[src/rtl/fetch_pkg.sv]
// ----------------------------------------------------------------------------
// fetch_pkg
// Shared types and constants for the instruction fetch stage.
//   fetch_state_t : fetch FSM states (boot / run / hold)
//   INST_W        : instruction and address width
//   NOP_INST      : word loaded into IF/ID for a bubble
//   if_id_t       : IF/ID pipeline register contents {inst, pc4, valid}
// ----------------------------------------------------------------------------
package fetch_pkg;

    localparam int unsigned INST_W = 32;

    localparam logic [INST_W-1:0] NOP_INST = 32'h0000_0000;

    typedef enum logic [1:0] {
        S_BOOT = 2'd0,
        S_RUN  = 2'd1,
        S_HOLD = 2'd2
    } fetch_state_t;

    typedef struct packed {
        logic [INST_W-1:0] inst;
        logic [INST_W-1:0] pc4;
        logic              valid;
    } if_id_t;

endpackage

[src/rtl/if_id_reg.sv]
// ----------------------------------------------------------------------------
// if_id_reg
// IF/ID pipeline register with flush / hold / load control.
// Priority: flush (bubble, pc4 kept) > hold (keep all) > load d_i.
// Ports:
//   clk_i, rst_i  : clock, asynchronous active-high reset (clears to zero)
//   hold_i        : keep current contents
//   flush_i       : replace contents with a bubble
//   d_i           : value to load when neither hold nor flush
//   q_o           : registered contents
// ----------------------------------------------------------------------------
import fetch_pkg::*;

module if_id_reg (
    input  logic   clk_i,
    input  logic   rst_i,
    input  logic   hold_i,
    input  logic   flush_i,
    input  if_id_t d_i,
    output if_id_t q_o
);

    if_id_t q_q, q_d;

    always_comb begin
        q_d = q_q;
        if (flush_i) begin
            // pc4 deliberately keeps its old value on a bubble
            q_d.inst  = NOP_INST;
            q_d.valid = 1'b0;
        end else if (!hold_i) begin
            q_d = d_i;
        end
    end

    always_ff @(posedge clk_i or posedge rst_i) begin
        if (rst_i) q_q <= '0;
        else       q_q <= q_d;
    end

    assign q_o = q_q;

endmodule

[src/rtl/instruction_fetch_unit.sv]
// ----------------------------------------------------------------------------
// instruction_fetch_unit
// IF stage: PC register, next-PC selection, fetch FSM and the IF/ID register.
// Ports:
//   clk, rst                 : clock, asynchronous active-high reset
//   imem_addr / imem_inst    : async-read instruction memory (addr = PC)
//   stall                    : hold PC and IF/ID
//   redirect / redirect_pc   : load target (word-aligned) as next PC, squash IF/ID
//   flush                    : squash IF/ID into a bubble
//   if_id_inst/pc4/valid     : IF/ID register outputs
//   perf_fetched/bubbles     : event counters, present only with FETCH_PERF_EN
// Build option: define FETCH_PERF_EN to add the two performance counters.
// ----------------------------------------------------------------------------
import fetch_pkg::*;

module instruction_fetch_unit #(
    parameter logic [31:0] PC_RESET = 32'h0000_0000,
    parameter int unsigned PC_STEP  = 4
) (
    input  logic              clk,
    input  logic              rst,
    output logic [INST_W-1:0] imem_addr,
    input  logic [INST_W-1:0] imem_inst,
    input  logic              stall,
    input  logic              redirect,
    input  logic [INST_W-1:0] redirect_pc,
    input  logic              flush,
    output logic [INST_W-1:0] if_id_inst,
    output logic [INST_W-1:0] if_id_pc4,
    output logic              if_id_valid
`ifdef FETCH_PERF_EN
    ,
    output logic [31:0]       perf_fetched,
    output logic [31:0]       perf_bubbles
`endif
);

    fetch_state_t      state_q, state_d;
    logic [INST_W-1:0] pc_q, pc_d, pc_plus;
    logic              hold_pc, squash;
    if_id_t            ifid_d, ifid_q;
    logic              unused_rpc_lsb;

    // Target is forced word-aligned, so the low bits are never consumed.
    assign unused_rpc_lsb = ^redirect_pc[1:0];

    assign pc_plus = pc_q + 32'(PC_STEP);

    // ---- FSM: state register ----
    always_ff @(posedge clk or posedge rst) begin
        if (rst) state_q <= S_BOOT;
        else     state_q <= state_d;
    end

    // ---- FSM: next state ----
    always_comb begin
        state_d = state_q;
        case (state_q)
            S_BOOT:  state_d = stall ? S_HOLD : S_RUN;
            S_RUN:   if (stall && !redirect) state_d = S_HOLD;
            S_HOLD:  if (!stall || redirect) state_d = S_RUN;
            default: state_d = S_BOOT;
        endcase
    end

    // ---- FSM: outputs / datapath control ----
    // The boot cycle always fetches PC_RESET, so stall is ignored there.
    always_comb begin
        hold_pc = stall && (state_q != S_BOOT);
        squash  = flush || redirect;
        if (redirect)     pc_d = {redirect_pc[31:2], 2'b00};
        else if (hold_pc) pc_d = pc_q;
        else              pc_d = pc_plus;
    end

    always_ff @(posedge clk or posedge rst) begin
        if (rst) pc_q <= PC_RESET;
        else     pc_q <= pc_d;
    end

    assign imem_addr = pc_q;

    always_comb begin
        ifid_d.inst  = imem_inst;
        ifid_d.pc4   = pc_plus;
        ifid_d.valid = 1'b1;
    end

    if_id_reg u_if_id (
        .clk_i   (clk),
        .rst_i   (rst),
        .hold_i  (hold_pc),
        .flush_i (squash),
        .d_i     (ifid_d),
        .q_o     (ifid_q)
    );

    assign if_id_inst  = ifid_q.inst;
    assign if_id_pc4   = ifid_q.pc4;
    assign if_id_valid = ifid_q.valid;

`ifdef FETCH_PERF_EN
    logic [31:0] fetched_q, fetched_d, bubbles_q, bubbles_d;

    // Held IF/ID contents count as neither a fetch nor a bubble.
    always_comb begin
        fetched_d = fetched_q;
        bubbles_d = bubbles_q;
        if (squash)        bubbles_d = bubbles_q + 32'd1;
        else if (!hold_pc) fetched_d = fetched_q + 32'd1;
    end

    always_ff @(posedge clk or posedge rst) begin
        if (rst) begin
            fetched_q <= '0;
            bubbles_q <= '0;
        end else begin
            fetched_q <= fetched_d;
            bubbles_q <= bubbles_d;
        end
    end

    assign perf_fetched = fetched_q;
    assign perf_bubbles = bubbles_q;
`endif

endmodule

[config.mk]
export PLATFORM = sky130hd
export DESIGN_NAME = instruction_fetch_unit
export DESIGN_NICKNAME = d
export VERILOG_FILES = /design/src/rtl/fetch_pkg.sv /design/src/rtl/if_id_reg.sv /design/src/rtl/instruction_fetch_unit.sv
export SDC_FILE = /design/constraint.sdc
export NUM_CORES = 1
export LEC_CHECK = 0
export BUFFER_PORTS_ARGS = -buffer_cell sky130_fd_sc_hd__buf_2
export CAP_MARGIN = 30
export CORE_AREA = 3 3 87 110
export DETAILED_ROUTE_END_ITERATION = 8
export DIE_AREA = 0 0 90 113
export GPL_TIMING_DRIVEN = 0
export HOLD_SLACK_MARGIN = 0.02
export PLACE_DENSITY = 0.93
export SLEW_MARGIN = 25
export SYNTH_ARGS = -nofsm -noshare
export SYNTH_HDL_FRONTEND = slang
export SYNTH_SLANG_ARGS = --single-unit
export TNS_END_PERCENT = 20
[constraint.sdc]
create_clock -name clk -period 7.26 [get_ports clk]
set_clock_uncertainty 0.05 [all_clocks]
set_input_delay 1.452 -clock clk [delete_from_list [all_inputs] [get_ports clk]]
set_output_delay 1.452 -clock clk [all_outputs]
set_load 0.02 [all_outputs]
==> run summary <==
status = finished clean
Max Cap Violations = 0
peak supply drop = 123.2 uV
share of cells above drive strength 1 = 29.40%
routed wl met3 = 1.211 mm
Initial Util = 52.08%
Slew Limit Fails = 0
Detailed Place HPWL = 10.09 mm
Most used DFF post-synth = dfrtp_1
fraction of registers with async set/reset = 100.0%
P_leak = 0.002633 uW
Hold Path Class = reg -> reg
Rel. slew slack = 35.20%
root buffer cell = clkbuf_8
gp weighted congestion = 0.9105
vias per cell = 5.915
antenna violations before repair = 0
vias in the first global route = 4327
Setup TNS Final = 0 ps
Layout area overhead = 26.46%
flops & latches, synth = 95
CTS Buf Count = 9
syn avg cell area = 9.862 um2
worst skew pair latency = 370 ps
die span in x = 90 um
metal2 WL = 6.826 mm
DR iter-0 viols = 359
Max H-tree Level = 3
Power Density = 233.3 nW/um2
IO buf count = 159
CP required = 7430 ps
first-pass GRT wire length = 22.02 mm
final hold violation count = 0
largest net degree at the start of global routing = 73
vias = 4472
Worst EP arrival = 3350 ps
Worst Tran Pin Value = 964.6 ps
slowest cell delay on critical path = 570 ps
clk slew on worst S/H paths = 90 ps
Post-synth EDFFs = 0
Crit. End Element = flip-flop
clk buf depth = 2
IO Count = 166
design area = 5699 um2
Startpoint Class = primary input
Final Cycle Share = 43.72%
Post-route DRC = 0
cts hold-fix bufs = 0
antenna viol nets, final = 0
crit path max fanout = 10
Worst path most repeated cell = clkbuf_1
post-synth top area cell = dfrtp_1
Fillers = 719
RSZ-0062 raised after global routing = false
placed instance area = 5497 um2
TritonCTS clock tree = done
die height = 113 um
post-DR wirelength/cell = 17.90 um
ant diodes = 0
Area contributors post-synth = dfrtp_1 (53%), a22o_1 (6.2%), o21ai_0 (4.7%), nand2_1 (4.1%), xnor2_1 (3.3%)
Worst R2R Setup Slack = 4750 ps
Mapped Cells = 457
Max Fclk = 315.1 MHz
post-CTS sizing = 0
count of cell types in the netlist = 37
final cell count without fillers = 756
First-pass DRT Iterations = 5
final wirelength = 13.53 mm
clock sink count = 95
CP Cell Sequence = buf_2, o21a_1, nor3_1, clkbuf_1, clkbuf_1, a31oi_1
final net count = 701
final core area utilization = 65.86%
core area = 8653 um2
top sig layer = met4
Global Route Usage Sum = 27.16%
cell area after synthesis = 4507 um2
sequential fraction of the synthesis area = 52.75%
Ys Warns = 0
Period minus WS final = 3174 ps
GR Overflow Total = 0
Setup Buffers After CTS = 0
M1 WL = 5.130 mm
Setup Crit Path Kind = in -> reg
row cnt = 38
area share of the largest cell type after synthesis = 52.75%
Worst path slowest cell = nor3_1
Die ar. = 10170 um2
number of instances in the placed design = 740
final setup fails = 0
==> state kept, by name, indices dropped and copies added (netlist names) <==
| name | count |
|---|---|
| u_if_id.q_o | 63 |
| state_q | 2 |
| imem_addr | 30 |
==> critical path, delay by kind of cell <==
kind                   cells  cell delay (ps)
AND/OR/NAND/NOR            1              570
buffers and inverters      3             1020
AO/OA/AOI/OAI              2              300
==> per-stage QoR <==
step                      hold slack [ps]  setup slack, ps  total power [uW]
after detailed placement            415.3             3740             984.8
after global placement              407.8             2358             969.0
after CTS                           437.2             4122              1336
after floorplan                     475.1             3281             848.1
after global routing                452.3             3871              1394
final                               433.1             4086              1330
==> layout make-up <==
cell class	count	area (um2)	share of cell area, %
flip-flops and latches	95	2377	41.71
multi-input cells	325	1966	34.49
repair buffers	160	823.3	14.45
plain buffers	38	167.7	2.942
well taps	120	150.1	2.634
clock buffers	9	123.9	2.173
clock inverters	7	78.83	1.383
inverters	2	12.51	0.2195
==> synthesized netlist by cell type, drive strengths merged, types with 9 or more instances <==
| cell | n |
|---|---|
| nand4 | 16 |
| a31oi | 23 |
| nor3 | 9 |
| xnor2 | 17 |
| or4 | 17 |
| o21ai | 43 |
| nand3 | 17 |
| a22o | 32 |
| dfrtp | 95 |
| nor2 | 29 |
| or3 | 15 |
| clkbuf | 30 |
| o31ai | 10 |
| nand2 | 49 |
==> final timing paths <==
path	endpoint	startpoint	depth (start not counted)
worst min register to register	u_if_id.q_o[4]	u_if_id.q_o[4]	2
worst max register to register	u_if_id.q_o[21]	state_q[1]	5
worst max-delay path	u_if_id.q_o[21]	stall	6
worst min-delay path	u_if_id.q_o[4]	u_if_id.q_o[4]	2
min in group asynchronous	u_if_id.q_o[60]	rst	2
max in group asynchronous	state_q[0]	rst	3
==> report_power, final <==
part / switching [uW] / leakage, uW / total, uW / internal (uW)
clock network: 192 / 0.0000929 / 354 / 163
logic: 212 / 0.00136 / 326 / 115
registers: 56.7 / 0.00118 / 649 / 592
==> cells in the final DEF, fill, tap and decap left out, types with 5 or more instances in the layout <==
master	netlist	layout
xor2_1	8	8
nor3_1	9	9
o31ai_1	10	10
a31oi_1	23	23
buf_2	2	161
clkbuf_1	30	30
and4_1	5	5
nand2_1	49	49
dfrtp_1	95	95
clkbuf_8	0	9
nor4_1	5	5
or4_1	17	17
nand3_1	17	17
nand4_1	15	15
or3_1	15	15
and3_1	8	8
o211ai_1	6	6
o21ai_0	42	42
xnor2_1	17	17
nor2_1	29	29
a22o_1	32	32
==> cell families after synthesis <==
kind of cell    after synthesis  share of synthesized area [%]
simple gates                172                          19.71
flops                        95                          52.75
fa+ha+maj                     1                         0.2776
xor+xnor                     25                          4.858
mux                           1                         0.2221
compound gates              122                          18.21
other cells                   1                        0.08321
buf+inv                      40                          3.887
==> routing by layer <==
metal,vias up,GRT usage (%)
met5,-,0
met1,2141,32.97
li1,2046,-
met3,31,6.715
met4,0,11.44
met2,254,46.36
No activity file was read; power rests on OpenSTA's default activity.
